<file path="config.mk">
export PLATFORM = sky130hd
export DESIGN_NAME = cache_line_refill
export DESIGN_NICKNAME = d
export VERILOG_FILES = /design/src/rtl/cache_line_refill_pkg.sv /design/src/rtl/cache_line_refill_assembler.sv /design/src/rtl/cache_line_refill.sv
export SDC_FILE = /design/constraint.sdc
export NUM_CORES = 1
export LEC_CHECK = 0
export CAP_MARGIN = 20
export CORE_MARGIN = 5
export CORE_UTILIZATION = 42
export DETAILED_ROUTE_END_ITERATION = 10
export HOLD_SLACK_MARGIN = 0.05
export PLACE_DENSITY_LB_ADDON = 0.15
export SETUP_SLACK_MARGIN = 0.02
export SLEW_MARGIN = 10
export SYNTH_ARGS = -nofsm -noshare
export SYNTH_HDL_FRONTEND = slang
export SYNTH_HIERARCHICAL = 1
export SYNTH_SLANG_ARGS = --single-unit
</file>
<file path="constraint.sdc">
create_clock -name clk -period 2.02 [get_ports clk]
set_input_delay 0.404 -clock clk [delete_from_list [all_inputs] [get_ports clk]]
set_output_delay 0.404 -clock clk [all_outputs]
set_load 0.01 [all_outputs]
</file>
<file path="src/rtl/cache_line_refill_pkg.sv">
// Shared types and address-field helpers for the cache line refill stage.
package cache_pkg;

    localparam int unsigned ADDR_W         = 32;
    localparam int unsigned WORD_W         = 32;
    localparam int unsigned TAG_W          = 24;
    localparam int unsigned SET_W          = 4;
    localparam int unsigned OFFS_W         = 2;
    localparam int unsigned WORDS_PER_LINE = 4;
    localparam int unsigned LINE_W         = WORDS_PER_LINE * WORD_W;

    typedef enum logic [1:0] {
        IDLE,
        FETCH,
        DONE
    } refill_state_t;

    // Byte address split into cache fields, MSB first.
    typedef struct packed {
        logic [TAG_W-1:0]  tag;
        logic [SET_W-1:0]  set_idx;
        logic [OFFS_W-1:0] offs;
        logic [1:0]        byte_offs;
    } addr_t;

    function automatic logic [ADDR_W-1:0] word_addr(
        input logic [TAG_W-1:0]  tag,
        input logic [SET_W-1:0]  set_idx,
        input logic [OFFS_W-1:0] offs
    );
        return {tag, set_idx, offs, 2'b00};
    endfunction

endpackage

</file>
<file path="src/rtl/cache_line_refill_assembler.sv">
// Line buffer: one word written per cycle at a 2-bit index, cleared on reset.
module line_assembler
    import cache_pkg::*;
#(
    parameter int unsigned DATA_WIDTH = 32
) (
    input  logic                                 clk,
    input  logic                                 rst_n,
    input  logic                                 we_i,
    input  logic [OFFS_W-1:0]                    idx_i,
    input  logic [DATA_WIDTH-1:0]                wdata_i,
    output logic [WORDS_PER_LINE*DATA_WIDTH-1:0] line_o
);

    logic [WORDS_PER_LINE-1:0][DATA_WIDTH-1:0] words_q;

    always_ff @(posedge clk or negedge rst_n) begin
        if (!rst_n) begin
            words_q <= '0;
        end else begin
            for (int unsigned i = 0; i < WORDS_PER_LINE; i++) begin
                if (we_i && (idx_i == OFFS_W'(i))) begin
                    words_q[i] <= wdata_i;
                end
            end
        end
    end

    assign line_o = words_q;

endmodule

</file>
<file path="src/rtl/cache_line_refill.sv">
// Cache miss refill: fetches a 4-word line critical-word-first with wrap,
// pulses the critical word early and the whole line once assembled.
module cache_line_refill
    import cache_pkg::*;
#(
    parameter int unsigned ADDRESS_WIDTH  = 32,
    parameter int unsigned DATA_WIDTH     = 32,
    parameter int unsigned WORDS_PER_LINE = 4
) (
    input  logic                                 clk,
    input  logic                                 rst_n,
    input  logic                                 miss_req,
    input  logic [ADDRESS_WIDTH-1:0]             miss_addr,
    output logic                                 stall,
    output logic                                 mem_req,
    output logic [ADDRESS_WIDTH-1:0]             mem_addr,
    input  logic                                 mem_ack,
    input  logic [DATA_WIDTH-1:0]                mem_rdata,
    output logic                                 crit_valid,
    output logic [DATA_WIDTH-1:0]                crit_word,
    output logic                                 line_valid,
    output logic [SET_W-1:0]                     line_set,
    output logic [TAG_W-1:0]                     line_tag,
    output logic [WORDS_PER_LINE*DATA_WIDTH-1:0] line_data
);

    if (WORDS_PER_LINE != cache_pkg::WORDS_PER_LINE ||
        ADDRESS_WIDTH != ADDR_W || DATA_WIDTH != WORD_W) begin : g_cfg_check
        $error("cache_line_refill: only a 32-bit address, 32-bit word, 4-word line is supported");
    end

    refill_state_t           state_q;
    logic [OFFS_W-1:0]       beat_q;
    logic [OFFS_W-1:0]       beat_d;
    logic [OFFS_W-1:0]       offs_q;
    logic [TAG_W-1:0]        tag_q;
    logic [SET_W-1:0]        set_q;
    logic                    mem_req_q;
    logic [ADDR_W-1:0]       mem_addr_q;
    logic                    crit_valid_q;
    logic [DATA_WIDTH-1:0]   crit_word_q;
    logic                    line_valid_q;

    addr_t                   miss_f;
    logic                    unused_byte_offs;
    logic                    beat_fire;
    logic [OFFS_W-1:0]       wr_idx;

    assign miss_f           = addr_t'(miss_addr);
    assign unused_byte_offs = ^miss_f.byte_offs;

    // Acks are only meaningful while a request is outstanding.
    assign beat_fire = (state_q == FETCH) && mem_ack;
    assign beat_d    = beat_q + 2'd1;
    assign wr_idx    = offs_q + beat_q;

    always_ff @(posedge clk or negedge rst_n) begin
        if (!rst_n) begin
            state_q      <= IDLE;
            beat_q       <= '0;
            offs_q       <= '0;
            tag_q        <= '0;
            set_q        <= '0;
            mem_req_q    <= 1'b0;
            mem_addr_q   <= '0;
            crit_valid_q <= 1'b0;
            crit_word_q  <= '0;
            line_valid_q <= 1'b0;
        end else begin
            crit_valid_q <= 1'b0;
            line_valid_q <= 1'b0;
            case (state_q)
                IDLE: begin
                    if (miss_req) begin
                        state_q    <= FETCH;
                        beat_q     <= '0;
                        offs_q     <= miss_f.offs;
                        tag_q      <= miss_f.tag;
                        set_q      <= miss_f.set_idx;
                        mem_req_q  <= 1'b1;
                        mem_addr_q <= word_addr(miss_f.tag, miss_f.set_idx, miss_f.offs);
                    end
                end
                FETCH: begin
                    if (beat_fire) begin
                        beat_q <= beat_d;
                        if (beat_q == '0) begin
                            crit_word_q  <= mem_rdata;
                            crit_valid_q <= 1'b1;
                        end
                        // Last beat: request drops and the line pulse is raised together.
                        if (beat_q == 2'd3) begin
                            state_q      <= DONE;
                            mem_req_q    <= 1'b0;
                            line_valid_q <= 1'b1;
                        end else begin
                            mem_addr_q <= word_addr(tag_q, set_q, offs_q + beat_d);
                        end
                    end
                end
                DONE: begin
                    state_q <= IDLE;
                end
                default: begin
                    state_q <= IDLE;
                end
            endcase
        end
    end

    line_assembler #(
        .DATA_WIDTH (DATA_WIDTH)
    ) u_line_assembler (
        .clk     (clk),
        .rst_n   (rst_n),
        .we_i    (beat_fire),
        .idx_i   (wr_idx),
        .wdata_i (mem_rdata),
        .line_o  (line_data)
    );

    assign stall      = (state_q != IDLE) || miss_req;
    assign mem_req    = mem_req_q;
    assign mem_addr   = mem_addr_q;
    assign crit_valid = crit_valid_q;
    assign crit_word  = crit_word_q;
    assign line_valid = line_valid_q;
    assign line_set   = set_q;
    assign line_tag   = tag_q;

endmodule
</file>
# Word level (Yosys, flattened, before mapping)
# Index checks and enable logic that the tools add are counted.
# word_totals
reg_bits,229
in_bits,68
out_inout_bits,224
word_cells,64
# op_classes
add_sub_neg,3
n_eq_ne,9
n_reduce_logical,17
mux,21
# ops
op,count
32-bit two-way mux,3
32-bit case mux with 2 select lines,1
2-bit two-way mux,5
1-bit two-way mux,9
3-bit AND reduction,3
2-bit case mux with 2 select lines,2
4-bit AND reduction,2
"2-bit == test, second input constant",3
2-bit zero test,3
1-bit logical AND,5
2-bit adder,2
"2-bit by 1-bit == test with 1-bit output, second input constant",2
"2-bit by 1-bit inequality test with 1-bit output, second input constant",2
"2-bit inequality test, second input constant",2
2-bit nonzero test,2
"2-bit by 1-bit adder with 2-bit output, second input constant",1
1-bit case mux with 2 select lines,1
2-bit AND reduction,1
1-bit logical OR,1

# Depth between registers and ports, before layout
# Gate-level depths: netlist (run 1).
# logic_depth
word_depth,5
ltp_mapped,7
ltp_nobuf,5

# Modules after synthesis
# The synthesis (run 1) kept the hierarchy.
# by_module_without_submodules
mod,n_inst,seq_area_each_um2,area_each_um2,cells_each
line_assembler,1,3203.1,4744.6,272
cache_line_refill,1,2477.4,4509.3,269

# Worst setup path after synthesis (run 1)
# No wires, ideal clock.
# synth_timing
path_kind,reg-to-reg
from,register state_q[0]
to,"register u_line_assembler.words_q, in the netlist u_line_assembler/line_o[0]"
setup_time_ns,0.125
required_ns,1.895
period_less_slack_ns,2.008
path_stages_with_launch,8
arrival_time_ns,1.883
setup_slack_ns,0.012
path_buffers,3
path_cell_list,dfrtp_1 nor2b_2 buf_6 buf_6 and2_1 nor3b_2 buf_4 mux2_2
# synth_between
elab_chain_cells,3
# synth_lines
item,line_no,text
start: declaration,cache_line_refill.sv:32,refill_state_t state_q;
start signal: assignment,cache_line_refill.sv:59,state_q <= IDLE;
start signal: assignment,cache_line_refill.sv:75,state_q <= FETCH;
start signal: assignment,cache_line_refill.sv:93,state_q <= DONE;
2-bit by 1-bit == test with 1-bit output,cache_line_refill.sv:53,assign beat_fire = (state_q == FETCH) && mem_ack;
1-bit logical AND,cache_line_refill.sv:53,
net beat_fire,cache_line_refill.sv:46,logic beat_fire;
1-bit logical AND,cache_line_refill_assembler.sv:22,if (we_i && (idx_i == OFFS_W'(i))) begin
end signal: indexed assignment,cache_line_refill_assembler.sv:23,words_q[i] <= wdata_i;
end: declaration,cache_line_refill_assembler.sv:15,logic [WORDS_PER_LINE-1:0][DATA_WIDTH-1:0] words_q;
# The timed path passes the listed nets, and every way through them passes these cells.
# A chain may end at the register's enable or synchronous reset.

# Worst setup path in the final report (run 1)
# layout_timing
from,register beat_q[0]
to,"register u_line_assembler.words_q, in the netlist u_line_assembler/line_o[45]"
# layout_between
elab_chain_cells,3
# layout_lines
item,line_no,text
start: declaration,cache_line_refill.sv:33,logic [OFFS_W-1:0] beat_q;
start signal: assignment,cache_line_refill.sv:86,beat_q <= beat_d;
2-bit adder,cache_line_refill.sv:55,assign wr_idx = offs_q + beat_q;
net wr_idx[1],cache_line_refill.sv:47,logic [OFFS_W-1:0] wr_idx;
2-bit by 1-bit == test with 1-bit output,cache_line_refill_assembler.sv:22,
1-bit logical AND,cache_line_refill_assembler.sv:22,
# The timed path passes the listed nets, and every way through them passes these cells.

==> flow_metrics.env, run 1 <==
export IMPL_min_path_type="primary input to async pin"
export IMPL_grt_usage=0.1830
export IMPL_hpwlAfterDp_um=16640
export IMPL_fmax_mhz=510.2
export IMPL_die_h_um=158.4
export IMPL_power_leakage_nw=6.150
export IMPL_syn_inst=541
export IMPL_worstMarginPinSlew_ns=0.5448
export IMPL_routed_wl_um=23500
export IMPL_synth_fa_ha_area_frac=0.006760
export IMPL_die_w_um=158.4
export IMPL_cts_made_buffers=25
export IMPL_crit_required_ns=2.41
export IMPL_whs_ns=0.4499
export IMPL_slew_limit_headroom=0.6368
export IMPL_cts_root_buffer="clkbuf_16"
export IMPL_fin_cells=1164
export IMPL_avgSynthCellArea_sq_um=17.11
export IMPL_drive_gt1_frac=0.3824
export IMPL_core_sq_um=21760
export IMPL_syn_area_sq_um=9254
export IMPL_synth_xor_area_frac=0.004462
export IMPL_critical_path_class="register to register"
export IMPL_antennaDiodeCount=0
export IMPL_clock_sinks=227
export IMPL_ant_nets=0
export IMPL_setup_violations=0
export IMPL_clk_pin_slew_worst_paths_ns=0.06
export IMPL_arrival_ns=2.35
export IMPL_power_density_nw_per_um2=1889
export IMPL_finalCritPeriodShare=0.9702
export IMPL_io_buffers=287
export IMPL_yosysUniqueCellTypes=31
export IMPL_num_vias=5643
export IMPL_maxCapViolations=0
export IMPL_clockBufferDepth=3
export IMPL_cts_tree="done"
export IMPL_ios=292
export IMPL_critPathMaxFanout=9
export IMPL_first_iter_violations=190
export IMPL_insertion_delay_ns=0.51
export IMPL_wire_per_inst_um=20.19
export IMPL_dieArea_sq_um=25100
export IMPL_ys_warnings_count=6
export IMPL_final_hold_violation_count=0
export IMPL_skew_ns=0.02755
export IMPL_status="complete, no violations"
export IMPL_final_nets=941
export IMPL_drt_pass1_iterations=4
export IMPL_grt_remaining_overflow=0
export IMPL_ir_drop_v=0.0009852
export IMPL_yosys_area_share_simple=0.01298
export IMPL_initial_core_util=0.4254
export IMPL_synthMuxAreaShare=0.3310
export IMPL_rsz0062_at_grt="yes"
export IMPL_final_util=0.6333
export IMPL_yosysSeqAreaShare=0.6138
export IMPL_maxSlewViolCount=0
export IMPL_grt_max_degree=67
export IMPL_placedCellCount=1111
export IMPL_vias_per_cell=4.848
export IMPL_grt_first_pass_wirelength_um=36450
export IMPL_setup_worst_path_start_class="register"
export IMPL_route_detailed_drc=0
export IMPL_row_count=54
export IMPL_cp_end_kind="register"
export IMPL_synth_top_family_by_area="multiplexers"
export IMPL_synth_compound_area_share=0.005408
export IMPL_area_growth_pct=48.88
export IMPL_finalCriticalPeriod_ns=1.960
export IMPL_antenna_found_initial=0
export IMPL_grt_pass1_vias=6299
export IMPL_htree_num_levels=1
export IMPL_power_mw=26.02
export IMPL_gp_congestion=0.8030
export IMPL_synth_seq_cells=227
## synth_stat cells (all sizes together)
cell type / instances / share of area
a31o: 1 / 0.00095
inv: 8 / 0.0032
conb: 1 / 0.00041
xor3: 1 / 0.0026
buf: 27 / 0.021
nor2b: 1 / 0.00095
nand3b: 3 / 0.0024
o21bai: 1 / 0.00081
a22o: 1 / 0.00095
nor3b: 2 / 0.0034
dfrtp: 227 / 0.61
mux2: 248 / 0.33
o211ai: 1 / 0.00081
clkbuf: 1 / 0.00041
ha: 5 / 0.0068
o21ai: 1 / 0.00054
or3: 1 / 0.00068
a21o: 1 / 0.00081
and2: 1 / 0.00068
a21oi: 1 / 0.00054
nand4: 1 / 0.00068
xnor2: 2 / 0.0019
nand2: 1 / 0.00041
nand3: 2 / 0.0024
and3: 2 / 0.0014
## path summary, 6_finish.rpt
check	startpoint	end	slack [ns]	cells past startpoint
worst min-delay path	rst_n	crit_word[26]	0.45	2
min in group clk	u_line_assembler/line_o[116]	u_line_assembler/line_o[116]	0.50	1
worst min register to register	u_line_assembler/line_o[116]	u_line_assembler/line_o[116]	0.50	1
max in group asynchronous	rst_n	line_tag[12]	0.92	3
worst max register to register	beat_q[0]	u_line_assembler/line_o[45]	0.06	7
worst max-delay path	beat_q[0]	u_line_assembler/line_o[45]	0.06	7
## power breakdown
group | internal [mW] | switching, mW
clock | 2.59 | 1.74
sequential | 6.92 | 1.41
combinational | 8.56 | 4.79
## routing by layer
layer | share of wire | track usage | wire length [um]
met5 | 0 | 0 | 0
met4 | 0.016 | 0.03981 | 370
met3 | 0.088 | 0.05355 | 2070
met2 | 0.48 | 0.3033 | 11270
met1 | 0.42 | 0.2409 | 9792
## flip-flops by register name, indices dropped and copies added (netlist names)
register / flops
crit_valid: 1
crit_word: 32
beat_q: 2
mem_req: 1
u_line_assembler/line_o: 128
line_valid: 1
state_q: 2
line_set: 4
mem_addr: 30
line_tag: 24
offs_q: 2
## layout make-up
cell class                 instances  area (sq um)
clock buffer                      37         760.7
clock inverter                     6         38.79
fill                            1584          7979
inverter                           8         30.03
multi-input combinational        279          3470
sequential                       227          5682
tap                              280         350.3
timing repair buffer             327          3446
## metrics by stage
stage          instance area [sq um]  setup WS [ns]  TNS [ns]
4_1_cts                        13660       0.008459         0
3_3_place_gp                   12720       -0.03374   -0.4735
5_1_grt                        13780      -0.006735  -0.01300
3_5_place_dp                   12720       -0.09000    -5.129
2_1_floorplan                   9264        0.03086         0
6_report                       13780        0.06016         0
## worst max-delay path, stage by stage (launching register included)
cell	delay, ns
dfrtp_1	0.39
ha_2	0.20
xnor2_2	0.15
xnor2_2	0.25
nand3b_1	0.20
buf_12	0.15
buf_12	0.15
mux2_2	0.34
## logic make-up after synthesis
kind of cell               Yosys count
other                                1
xor gates and xnor gates             3
muxes                              248
and+or+nand+nor                     14
DFF                                227
adders and majority gates            5
buffers and inverters               36
AOI/OAI and AO/OA                    7
## placed cells by master, fill, tap and decap left out, types with 2 or more instances in the layout
master           synthesis  layout
nor3b_4                  1       2
clkbuf_16                0      26
buf_16                   0       3
and3_1                   2       2
xnor2_2                  0       2
mux2_4                  72      93
conb_1                   1       2
clkbuf_8                 0       9
buf_12                   0      15
inv_1                    8       7
clkbuf_1                 1       3
clkdlybuf4s50_1          0     285
nand3b_1                 3       3
buf_4                    8      20
dfrtp_1                227     226
clkinv_2                 0       4
mux2_1                   2       2
mux2_2                 174     153
ha_1                     5       3
## repair_timing
action                                 in CTS  in global routing
hold buffers                                1                  0
setup endpoints to repair                 115                 52
pin swaps                                   0                  1
endpoints found under the hold margin      57                  0
gates resized for setup                    10                 22
gates cloned                                2                  1
buffers inserted                            3                  4
Power figures use the tool's default switching activity.
==> run 2, diff against run 1 <==
--- a/config.mk
+++ b/config.mk
@@ -6,8 +6,7 @@
 export NUM_CORES = 1
 export LEC_CHECK = 0
 export CAP_MARGIN = 20
-export CORE_MARGIN = 5
-export CORE_UTILIZATION = 42
+export CORE_UTILIZATION = 40
 export DETAILED_ROUTE_END_ITERATION = 10
 export HOLD_SLACK_MARGIN = 0.05
 export PLACE_DENSITY_LB_ADDON = 0.15
==> run 2 against run 1 <==
Net effect:
- clock power grew 7.2%
- clock skew down 0.014 ns
- cell count decreased by 0.52%
- combinational power about the same
- highest routed layer unchanged
- total power hardly changed
- utilization is 3.0 points lower
- hold slack got worse by 0.16 ns
- clock-buffer cell count is 1 higher
- cell area decreased by 0.93%
- non-clock buffer count decreased by 12
- critical endpoint is now u_line_assembler/line_o[46]
==> flow_metrics.env, run 2 (synthesis results as in run 1) <==
export IMPL_status="complete, no violations"
export IMPL_crit_required_ns=2.42
export IMPL_first_iter_violations=160
export IMPL_vias_per_cell=4.942
export IMPL_die_h_um=154.1
export IMPL_arrival_ns=2.32
export IMPL_fin_ws_ns=0.09259
export IMPL_grt_max_degree=83
export IMPL_met3_usage=0.05158
export IMPL_preCtsSetupSlack_ns=-0.04116
export IMPL_grt_use_met2=0.3268
export IMPL_setup_tns_ns=0
export IMPL_routed_wl_um=23250
export IMPL_htree_num_levels=1
export IMPL_gp_congestion=0.7502
export IMPL_skew_ns=0.01392
export IMPL_route_detailed_drc=0
export IMPL_fin_area_sq_um=13650
export IMPL_final_hold_violation_count=0
export IMPL_clock_sinks=227
export IMPL_num_vias=5723
export IMPL_cts_root_buffer="clkbuf_16"
export IMPL_drt_pass1_iterations=4
export IMPL_final_nets=929
export IMPL_cts_made_buffers=25
export IMPL_setup_violations=0
export IMPL_ir_drop_v=0.001011
export IMPL_rsz0062_at_grt="yes"
export IMPL_grt_pass1_vias=6119
export IMPL_hpwlAfterDp_um=15630
export IMPL_setup_worst_path_start_class="register"
export IMPL_grtUsageMet1=0.2394
export IMPL_cp_end_kind="register"
export IMPL_io_buffers=287
export IMPL_die_w_um=154.1
export IMPL_placedCellCount=1109
export IMPL_layout_common_cells="clkdlybuf4s50_1 (285), dfrtp_1 (226), mux2_2 (161), mux2_4 (85), clkbuf_16 (27)"
export IMPL_layout_commonest_cell="clkdlybuf4s50_1"
export IMPL_core_sq_um=22640
export IMPL_critical_path_class="register to register"
export IMPL_drive_gt1_frac=0.3711
export IMPL_antenna_found_initial=0
export IMPL_critPathMaxFanout=32
export IMPL_insertion_delay_ns=0.52
export IMPL_power_density_nw_per_um2=1908
export IMPL_largest_register_ffs=128
export IMPL_grt_remaining_overflow=0
export IMPL_initial_core_util=0.4087
export IMPL_ios=292
export IMPL_min_path_type="primary input to async pin"
export IMPL_maxSlewViolCount=0
export IMPL_ant_nets=0
export IMPL_fmax_mhz=518.8
export IMPL_placed_area_sq_um=12640
export IMPL_row_count=55
export IMPL_finalCritPeriodShare=0.9542
export IMPL_finalCriticalPeriod_ns=1.927
export IMPL_fin_cells=1158
export IMPL_maxCapViolations=0
export IMPL_clockBufferDepth=3
export IMPL_wire_per_inst_um=20.07
export IMPL_dieArea_sq_um=23750
export IMPL_clk_pin_slew_worst_paths_ns=0.06
export IMPL_power_leakage_nw=6.017
export IMPL_grt_busiest_layer="met2"
export IMPL_area_growth_pct=47.50
export IMPL_antennaDiodeCount=0
export IMPL_n_fill_cell=1755
export IMPL_cts_tree="done"
export IMPL_grt_usage=0.1914
export IMPL_grt_first_pass_wirelength_um=35490
[run 2: cell count changes in the layout (fill, tap and decap cells not counted), sizes merged]
cell	delta
clkdlybuf4s15	-1
bufinv	+3
buf	-12
clkinv	-2
clkinvlp	-1
clkbuf	+2
[run 2: layout make-up]
type	count	area (sq um)	area share
inverters	8	30.03	0.002200
clock buffers	38	734.5	0.05381
flip-flops and latches	227	5682	0.4163
multi-input cells	279	3440	0.2520
well taps	285	356.6	0.02613
clock inverters	6	108.9	0.007975
repair buffers	315	3298	0.2416
[run 2: critical path: stages, from the launching register on]
cell and delay [ns]:
dfrtp_1 0.39, ha_2 0.20, xnor2_2 0.14, xnor2_2 0.24, nand3b_1 0.20, buf_12 0.24, mux2_2 0.36
[run 2: report_power, final]
group,internal (mW),leakage [nW],switching (mW),total [mW]
Combinational,8.32,2.90,4.82,13.1
Clock,2.87,0.414,1.77,4.64
Sequential,6.92,2.70,1.34,8.26
[run 2: final timing paths]
path / from / to / slack, ns / depth (start not counted)
max in group asynchronous: rst_n / state_q[1] / 1.07 / 3
setup / recovery: beat_q[0] / u_line_assembler/line_o[46] / 0.09 / 6
hold / removal: rst_n / u_line_assembler/line_o[74] / 0.29 / 2
min in group clk: u_line_assembler/line_o[27] / u_line_assembler/line_o[27] / 0.49 / 1
hold reg to reg: u_line_assembler/line_o[27] / u_line_assembler/line_o[27] / 0.49 / 1
setup reg to reg: beat_q[0] / u_line_assembler/line_o[46] / 0.09 / 6
[run 2: layer usage]
layer / vias up / wire length (um)
li1: 2543 / -
met1: 2934 / 9831
met2: 213 / 11360
met3: 33 / 1551
met4: 0 / 507
met5: - / 0
[run 2: per-stage QoR]
step	hold WS, ns	total power, mW	util
final	0.2881	26.04	0.6029
after global routing	0.2789	27.42	0.6029
after CTS	0.2693	25.98	0.5962
after floorplan	0.1084	14.63	-
after global placement	0.2104	20.81	0.5583
after detailed placement	0.2119	21.17	0.5583
[run 2: repair_timing]
| item | in CTS | in global routing |
|---|---|---|
| gates cloned | 0 | 3 |
| buffers inserted | 0 | 1 |
| gates resized for setup | 6 | 20 |
| hold buffers | 1 | 0 |
| hold endpoints to repair | 227 | 0 |
| setup endpoints to repair | 57 | 108 |
